`src/rtl/traffic_phase_scheduler_if.sv`:
```
// -----------------------------------------------------------------------------
// traffic_phase_scheduler_if
// Bundles the request/preempt inputs and the lamp/status outputs of the
// intersection scheduler.
//   master : the environment (drives requests and preempts, observes lamps)
//   slave  : the scheduler (observes requests and preempts, drives lamps)
// Signals:
//   ped_ns_req, ped_ew_req : pedestrian requests (pulse or level)
//   emg_ns, emg_ew         : emergency preempt levels
//   ns_g/ns_y/ns_r         : NS lamps
//   ew_g/ew_y/ew_r         : EW lamps
//   walk_ns, walk_ew       : walk lamps
//   ped_ns_ack, ped_ew_ack : one-cycle grant pulses
//   tick_o                 : internal prescaler tick, one cycle wide
//   phase                  : current phase (NS_G=0 .. AR2=5)
// Handshake: there is no valid/ready pair. A request is accepted by being
// high during a rising clk edge; the matching ack pulses for one cycle when
// the walk is granted at the start of the matching green.
// -----------------------------------------------------------------------------
interface traffic_phase_scheduler_if;
  logic       ped_ns_req;
  logic       ped_ew_req;
  logic       emg_ns;
  logic       emg_ew;
  logic       ns_g;
  logic       ns_y;
  logic       ns_r;
  logic       ew_g;
  logic       ew_y;
  logic       ew_r;
  logic       walk_ns;
  logic       walk_ew;
  logic       ped_ns_ack;
  logic       ped_ew_ack;
  logic       tick_o;
  logic [2:0] phase;

  modport master (
    output ped_ns_req, ped_ew_req, emg_ns, emg_ew,
    input  ns_g, ns_y, ns_r, ew_g, ew_y, ew_r,
    input  walk_ns, walk_ew, ped_ns_ack, ped_ew_ack, tick_o, phase
  );

  modport slave (
    input  ped_ns_req, ped_ew_req, emg_ns, emg_ew,
    output ns_g, ns_y, ns_r, ew_g, ew_y, ew_r,
    output walk_ns, walk_ew, ped_ns_ack, ped_ew_ack, tick_o, phase
  );
endinterface

```
`src/rtl/traffic_phase_scheduler.sv`:
```
// -----------------------------------------------------------------------------
// traffic_phase_scheduler
// Two-way intersection sequencer:
//   NS_G -> NS_Y -> AR1 -> EW_G -> EW_Y -> AR2 -> NS_G ...
// A prescaler produces a one-cycle tick every TICK_DIV clocks; phases are
// timed in ticks. Pedestrian requests are latched and granted on entry to the
// matching green. Emergency preempts hold or cut a green (NS has priority).
// Ports:
//   clk  : clock
//   rst  : synchronous, active-high reset
//   bus  : traffic_phase_scheduler_if.slave (requests in, lamps/status out)
// The phase output doubles as the FSM state debug view.
// -----------------------------------------------------------------------------
module traffic_phase_scheduler #(
  parameter int TICK_DIV = 100,
  parameter int NS_GREEN = 5,
  parameter int EW_GREEN = 5,
  parameter int YELLOW   = 2,
  parameter int ALL_RED  = 1,
  parameter int WALK     = 3,
  parameter int CNT_W    = 8
) (
  input  logic                      clk,
  input  logic                      rst,
  traffic_phase_scheduler_if.slave  bus
);

  typedef enum logic [2:0] {
    NS_G = 3'd0,
    NS_Y = 3'd1,
    AR1  = 3'd2,
    EW_G = 3'd3,
    EW_Y = 3'd4,
    AR2  = 3'd5
  } phase_t;

  localparam logic [CNT_W-1:0] PRESC_LAST = CNT_W'(TICK_DIV - 1);
  localparam logic [CNT_W-1:0] NSG_LAST   = CNT_W'(NS_GREEN - 1);
  localparam logic [CNT_W-1:0] EWG_LAST   = CNT_W'(EW_GREEN - 1);
  localparam logic [CNT_W-1:0] YEL_LAST   = CNT_W'(YELLOW - 1);
  localparam logic [CNT_W-1:0] AR_LAST    = CNT_W'(ALL_RED - 1);
  localparam logic [CNT_W-1:0] WALK_LEN   = CNT_W'(WALK);

  phase_t           state_q, state_d;
  logic [CNT_W-1:0] presc_q, presc_d;
  logic [CNT_W-1:0] timer_q, timer_d;
  logic             pend_ns_q, pend_ns_d;
  logic             pend_ew_q, pend_ew_d;
  logic             wflag_ns_q, wflag_ns_d;
  logic             wflag_ew_q, wflag_ew_d;
  logic             ack_ns_q, ack_ns_d;
  logic             ack_ew_q, ack_ew_d;

  logic             tick;
  logic [CNT_W-1:0] last_cnt;
  logic             at_end;
  logic             advance;
  logic             hold;
  phase_t           next_phase;

  assign tick = (presc_q == PRESC_LAST);

  // Last timer value of the current phase.
  always_comb begin
    last_cnt = AR_LAST;
    case (state_q)
      NS_G:       last_cnt = NSG_LAST;
      NS_Y, EW_Y: last_cnt = YEL_LAST;
      EW_G:       last_cnt = EWG_LAST;
      default:    last_cnt = AR_LAST;
    endcase
  end

  assign at_end = (timer_q == last_cnt);

  always_comb begin
    next_phase = NS_G;
    case (state_q)
      NS_G:    next_phase = NS_Y;
      NS_Y:    next_phase = AR1;
      AR1:     next_phase = EW_G;
      EW_G:    next_phase = EW_Y;
      EW_Y:    next_phase = AR2;
      default: next_phase = NS_G;
    endcase
  end

  // Preemption only acts in greens. emg_ns outranks emg_ew: it holds NS_G
  // and cuts EW_G; emg_ew only matters when emg_ns is low.
  always_comb begin
    hold    = 1'b0;
    advance = 1'b0;
    case (state_q)
      NS_G: begin
        hold    = bus.emg_ns;
        advance = !bus.emg_ns && (bus.emg_ew || at_end);
      end
      EW_G: begin
        hold    = !bus.emg_ns && bus.emg_ew;
        advance = bus.emg_ns || (!bus.emg_ew && at_end);
      end
      default: advance = at_end;
    endcase
  end

  always_comb begin
    state_d    = state_q;
    timer_d    = timer_q;
    presc_d    = tick ? '0 : presc_q + 1'b1;
    // A new request always sets pending; the grant below clears it only
    // when no request is present in the same cycle.
    pend_ns_d  = pend_ns_q | bus.ped_ns_req;
    pend_ew_d  = pend_ew_q | bus.ped_ew_req;
    wflag_ns_d = wflag_ns_q;
    wflag_ew_d = wflag_ew_q;
    ack_ns_d   = 1'b0;
    ack_ew_d   = 1'b0;
    if (tick) begin
      if (advance) begin
        state_d = next_phase;
        timer_d = '0;
        if (state_q == NS_G) wflag_ns_d = 1'b0;
        if (state_q == EW_G) wflag_ew_d = 1'b0;
        if (next_phase == NS_G && (pend_ns_q || bus.ped_ns_req)) begin
          wflag_ns_d = 1'b1;
          ack_ns_d   = 1'b1;
          pend_ns_d  = bus.ped_ns_req;
        end
        if (next_phase == EW_G && (pend_ew_q || bus.ped_ew_req)) begin
          wflag_ew_d = 1'b1;
          ack_ew_d   = 1'b1;
          pend_ew_d  = bus.ped_ew_req;
        end
      end else if (hold) begin
        // Saturate at the last count so release exits on the next tick.
        if (!at_end) timer_d = timer_q + 1'b1;
      end else begin
        timer_d = timer_q + 1'b1;
      end
    end
  end

  always_ff @(posedge clk) begin
    if (rst) begin
      state_q    <= NS_G;
      presc_q    <= '0;
      timer_q    <= '0;
      pend_ns_q  <= 1'b0;
      pend_ew_q  <= 1'b0;
      wflag_ns_q <= 1'b0;
      wflag_ew_q <= 1'b0;
      ack_ns_q   <= 1'b0;
      ack_ew_q   <= 1'b0;
    end else begin
      state_q    <= state_d;
      presc_q    <= presc_d;
      timer_q    <= timer_d;
      pend_ns_q  <= pend_ns_d;
      pend_ew_q  <= pend_ew_d;
      wflag_ns_q <= wflag_ns_d;
      wflag_ew_q <= wflag_ew_d;
      ack_ns_q   <= ack_ns_d;
      ack_ew_q   <= ack_ew_d;
    end
  end

  // Moore lamp decode.
  assign bus.ns_g       = (state_q == NS_G);
  assign bus.ns_y       = (state_q == NS_Y);
  assign bus.ns_r       = (state_q != NS_G) && (state_q != NS_Y);
  assign bus.ew_g       = (state_q == EW_G);
  assign bus.ew_y       = (state_q == EW_Y);
  assign bus.ew_r       = (state_q != EW_G) && (state_q != EW_Y);
  assign bus.walk_ns    = (state_q == NS_G) && wflag_ns_q && (timer_q < WALK_LEN);
  assign bus.walk_ew    = (state_q == EW_G) && wflag_ew_q && (timer_q < WALK_LEN);
  assign bus.ped_ns_ack = ack_ns_q;
  assign bus.ped_ew_ack = ack_ew_q;
  assign bus.tick_o     = tick;
  assign bus.phase      = state_q;

endmodule

```
`src/flat_wrapper.sv`:
```
// flat-port wrapper written by rule: the top's interface ports become plain ports
module traffic_phase_scheduler_flat 
#(
  parameter int TICK_DIV = 100,
  parameter int NS_GREEN = 5,
  parameter int EW_GREEN = 5,
  parameter int YELLOW   = 2,
  parameter int ALL_RED  = 1,
  parameter int WALK     = 3,
  parameter int CNT_W    = 8
)
  (clk, rst, bus_ped_ns_req, bus_ped_ew_req, bus_emg_ns, bus_emg_ew, bus_ns_g, bus_ns_y, bus_ns_r, bus_ew_g, bus_ew_y, bus_ew_r, bus_walk_ns, bus_walk_ew, bus_ped_ns_ack, bus_ped_ew_ack, bus_tick_o, bus_phase);
  traffic_phase_scheduler_if bus_i ();
  input  logic clk;
  input  logic rst;
  input wire logic [$bits(bus_i.ped_ns_req)-1:0] bus_ped_ns_req;
  input wire logic [$bits(bus_i.ped_ew_req)-1:0] bus_ped_ew_req;
  input wire logic [$bits(bus_i.emg_ns)-1:0] bus_emg_ns;
  input wire logic [$bits(bus_i.emg_ew)-1:0] bus_emg_ew;
  output wire logic [$bits(bus_i.ns_g)-1:0] bus_ns_g;
  output wire logic [$bits(bus_i.ns_y)-1:0] bus_ns_y;
  output wire logic [$bits(bus_i.ns_r)-1:0] bus_ns_r;
  output wire logic [$bits(bus_i.ew_g)-1:0] bus_ew_g;
  output wire logic [$bits(bus_i.ew_y)-1:0] bus_ew_y;
  output wire logic [$bits(bus_i.ew_r)-1:0] bus_ew_r;
  output wire logic [$bits(bus_i.walk_ns)-1:0] bus_walk_ns;
  output wire logic [$bits(bus_i.walk_ew)-1:0] bus_walk_ew;
  output wire logic [$bits(bus_i.ped_ns_ack)-1:0] bus_ped_ns_ack;
  output wire logic [$bits(bus_i.ped_ew_ack)-1:0] bus_ped_ew_ack;
  output wire logic [$bits(bus_i.tick_o)-1:0] bus_tick_o;
  output wire logic [$bits(bus_i.phase)-1:0] bus_phase;
  assign bus_i.ped_ns_req = bus_ped_ns_req;
  assign bus_i.ped_ew_req = bus_ped_ew_req;
  assign bus_i.emg_ns = bus_emg_ns;
  assign bus_i.emg_ew = bus_emg_ew;
  assign bus_ns_g = bus_i.ns_g;
  assign bus_ns_y = bus_i.ns_y;
  assign bus_ns_r = bus_i.ns_r;
  assign bus_ew_g = bus_i.ew_g;
  assign bus_ew_y = bus_i.ew_y;
  assign bus_ew_r = bus_i.ew_r;
  assign bus_walk_ns = bus_i.walk_ns;
  assign bus_walk_ew = bus_i.walk_ew;
  assign bus_ped_ns_ack = bus_i.ped_ns_ack;
  assign bus_ped_ew_ack = bus_i.ped_ew_ack;
  assign bus_tick_o = bus_i.tick_o;
  assign bus_phase = bus_i.phase;
  traffic_phase_scheduler #(.TICK_DIV(TICK_DIV), .NS_GREEN(NS_GREEN), .EW_GREEN(EW_GREEN), .YELLOW(YELLOW), .ALL_RED(ALL_RED), .WALK(WALK), .CNT_W(CNT_W)) u_core (.clk(clk), .rst(rst), .bus(bus_i));
endmodule
```
`config.mk`:
```
export PLATFORM = sky130hd
export DESIGN_NAME = traffic_phase_scheduler_flat
export DESIGN_NICKNAME = d
export VERILOG_FILES = /design/src/rtl/traffic_phase_scheduler_if.sv /design/src/rtl/traffic_phase_scheduler.sv /design/src/flat_wrapper.sv
export SDC_FILE = /design/constraint.sdc
export NUM_CORES = 1
export LEC_CHECK = 0
export ABC_CLOCK_PERIOD_IN_PS = 3330
export BUFFER_PORTS_ARGS = -buffer_cell sky130_fd_sc_hd__buf_2
export CORE_UTILIZATION = 40
export CTS_CLUSTER_DIAMETER = 200
export CTS_CLUSTER_SIZE = 40
export DETAILED_ROUTE_END_ITERATION = 10
export HOLD_SLACK_MARGIN = 0.05
export PLACE_DENSITY = 0.58
export SETUP_SLACK_MARGIN = 0.4
export SLEW_MARGIN = 25
export SYNTH_ARGS = -nofsm -noshare
export SYNTH_HDL_FRONTEND = slang
export SYNTH_SLANG_ARGS = --single-unit
```
`constraint.sdc`:
```
create_clock -name clk -period 3.33 [get_ports clk]
set_input_delay 0.1665 -clock clk [delete_from_list [all_inputs] [get_ports clk]]
set_output_delay 0.1665 -clock clk [all_outputs]
set_load 0.02 [all_outputs]
```
==> summary.md <==
| Metric | Value |
|---|---|
| Setup tns final | 0 ns |
| Flop pwr share | 0.578 |
| Clock latency at the later pin of the worst-skew pair | 0.27 ns |
| CP max stage delay | 0.76 ns |
| Antenna-violating nets left | 0 |
| Std cell rows | 22 |
| Worst reg-to-reg path cell count | 5 |
| Core area | 3740 um2 |
| Pleak | 0.694 nW |
| Grt met3 use | 0.0260 |
| Starting Density | 0.428 |
| Final wirelength | 3600 um |
| YS warnings | 0 |
| DR pass1 iterations | 4 |
| Avg Cell Area, Syn | 8.49 um2 |
| Gr busiest metal | met2 |
| Post-Place Worst Slack | 0.775 ns |
| Routability Congestion | 0.813 |
| WP depth | 5 |
| Count leader, synth | dfxtp_1 |
| Setup WS post-layout | 0.746 ns |
| GR Overflow Total | 0 |
| Chip width | 65.3 um |
| Final core area utilization | 0.465 |
| Largest net degree at the start of global routing | 23 |
| Synth area leaders | dfxtp_1 31%, o211ai_1 5.6%, nor2_1 4.2% |
| Yosys top cell by area | dfxtp_1 |
| # Max-Cap Violations | 0 |
| Crit end category | register |
| Sequential element share of the synthesized area | 0.312 |
| IO buf count | 19 |
| Critical path arrival | 2.79 ns |
| Status | finished, final reports clean |
| Combinational share of power | 0.076 |
| Number of hold buffers added after cts | 0 |
| Crit path max-delay cell type | dfxtp_1 |
| Share of layout cells above drive strength 1 | 0.185 |
| CP most frequent cell | mux2i_1 |
| CTS clk-pin slew, worst paths | 0.09 ns |
| Post-detail-place hpwl | 2500 um |
| CP Launch Type | register |
| First-pass GRT wire length | 6020 um |
| Setup CP Type | reg2reg |
| Crit Path Max Fanout | 22 |
| P&R area growth vs syn | 8.42% |
| Max-Slew Margin vs Limit | 0.465 |
| Met2 Track Usage GR | 0.293 |
| Final Cycle Share | 0.776 |
| Clk root buf | clkbuf_8 |
| Distinct cells, synth | 50 |
| Max frequency | 387 MHz |
| Final setup violation count | 0 |
| Post-synthesis register bit count | 25 |
| Diode count | 0 |
| Synthesized netlist cell count | 189 |
| Asr flop ratio synth | 0 |
| Max VDD drop | 0.000182 V |
| Initial DRC count | 68 |
| Pint | 0.405 mW |
| Vias in the first global route | 1338 |
| Post-CTS Setup Bufs | 0 |
| Via count | 1445 |
| Cell Chain, Critical Path | mux2i_1, a2bb2oi_1, a211o_1, a21o_1, mux2i_1 |
| Slew @ Worst Pin | 0.803 ns |
| Filler cells | 386 |
| Max Clock Skew | 0.00418 ns |
| Max Slew Vio Count | 0 |
| Nets@finish | 209 |
| Syn Nets | 197 |
| Hold Worst Slack | 0.143 ns |
| TritonCTS clock tree | yes |
| Sw Pwr | 0.129 mW |
| H-tree levels | 1 |
| Die ar. | 4270 um2 |
| Die height | 65.3 um |
| Mapped Area | 1600 um2 |
| Sw Ratio | 0.242 |
| Met1 usage | 0.240 |
| RSZ-0062 raised after global routing | no |
| Post-layout min period | 2.58 ns |
| Clock buffer depth | 2 |
| Hold Crit Class | in2reg |
| Top delay family on crit path | compound AO/OA/AOI/OAI gates |
| Post-synth EDFFs | 0 |
| Primary FF master, synth | dfxtp_1 |
| WP buf/inv | 0 |
| Final hold violations | 0 |
| R2R Setup Slk | 0.75 ns |
| Vias/cell | 5.83 |
| WL/cell | 14.5 um |
| WHS Path Cells | 3 |
| Total GRT Usage | 0.179 |
| Pwr Density | 307 nW/um2 |
| TritonCTS Sinks | 25 |
| Initial antenna violation count | 0 |
| Part of the power in the clock network | 0.346 |
| DRC Markers | 0 |
| Ports | 20 |
| Total CTS buffers | 3 |
| Synth top cells by count | 25 x dfxtp_1, 18 x nor2_1, 12 x nor3_1, 12 x o211ai_1, 11 x nand2_1 |
| Post-CTS Resized | 0 |
| Req. time, crit path | 3.54 ns |
| Post-synth top area share | 0.312 |
==> logic make-up after synthesis <==
family,count (synthesis),share of synthesized area
compound gates,51,0.265
buf+inv,23,0.0686
fa+ha+maj,2,0.0156
mux,2,0.0125
simple gates,79,0.288
flops,25,0.312
xor+xnor,7,0.0382
==> metal layers <==
| layer | wire length [um] | vias up |
|---|---|---|
| met5 | 0 | - |
| met3 | 125 | 4 |
| met2 | 1670 | 32 |
| met4 | 34 | 0 |
| li1 | - | 727 |
| met1 | 1770 | 682 |
==> flip-flops by register name, summed over array words and instances, names as in the netlist <==
name                   flops
u_core.presc_q             8
u_core.timer_q             8
u_core.bus.phase           3
u_core.bus.ped_ew_ack      1
u_core.bus.ped_ns_ack      1
u_core.pend_ew_q           1
u_core.pend_ns_q           1
u_core.wflag_ew_q          1
u_core.wflag_ns_q          1
==> worst reg2reg max path, stage by stage, from the launching register on <==
cell,delay [ns]
dfxtp_1,0.76
mux2i_1,0.26
a2bb2oi_1,0.31
a211o_1,0.72
a21o_1,0.29
mux2i_1,0.18
==> power groups by stage <==
stage | clock, mW | combinational (mW) | sequential [mW]
final | 0.185 | 0.0406 | 0.308
after global routing | 0.202 | 0.0451 | 0.309
after CTS | 0.190 | 0.0410 | 0.308
after detailed placement | 0 | 0.0411 | 0.315
after global placement | 0 | 0.0400 | 0.315
after floorplan | 0 | 0.0306 | 0.314
==> worst paths after layout <==
kind / startpoint / end
max: u_core.bus.phase[0]$_SDFFE_PP0P_ / u_core.bus.phase[0]$_SDFFE_PP0P_
min: bus_ped_ns_req / u_core.pend_ns_q$_SDFF_PP0_
max reg2reg: u_core.bus.phase[0]$_SDFFE_PP0P_ / u_core.bus.phase[0]$_SDFFE_PP0P_
min reg2reg: u_core.pend_ns_q$_SDFF_PP0_ / u_core.pend_ns_q$_SDFF_PP0_
==> layout by cell type, fill, tap and decap left out, drive strengths merged, types with 3 or more instances in the layout <==
| cell type | n |
|---|---|
| nand3 | 7 |
| a21oi | 10 |
| clkbuf | 3 |
| o21ai | 3 |
| xor2 | 6 |
| dfxtp | 25 |
| nand4 | 6 |
| nand2 | 12 |
| nor3 | 12 |
| nor4 | 3 |
| nor2 | 18 |
| o211ai | 12 |
| and3 | 8 |
| buf | 19 |
| inv | 10 |
| a211oi | 4 |
| a31oi | 5 |
==> stage by stage <==
stage / power (mW) / std cells / instance area (um2)
finish: 0.534 / 248 / 1740
global placement: 0.355 / 244 / 1690
CTS: 0.540 / 248 / 1740
global route: 0.556 / 248 / 1740
floorplan: 0.345 / 189 / 1600
detailed placement: 0.357 / 244 / 1690
==> cell type report <==
class / count / area (um2) / area share
Tap cell: 48 / 60.1 / 0.0345
Sequential cell: 25 / 500 / 0.288
Timing Repair Buffer: 19 / 95.1 / 0.0547
Inverter: 11 / 41.3 / 0.0237
Multi-Input combinational cell: 141 / 993 / 0.571
Clock inverter: 1 / 7.51 / 0.00432
Clock buffer: 3 / 41.3 / 0.0237
Note: power is estimated with default switching activity, not from simulation.
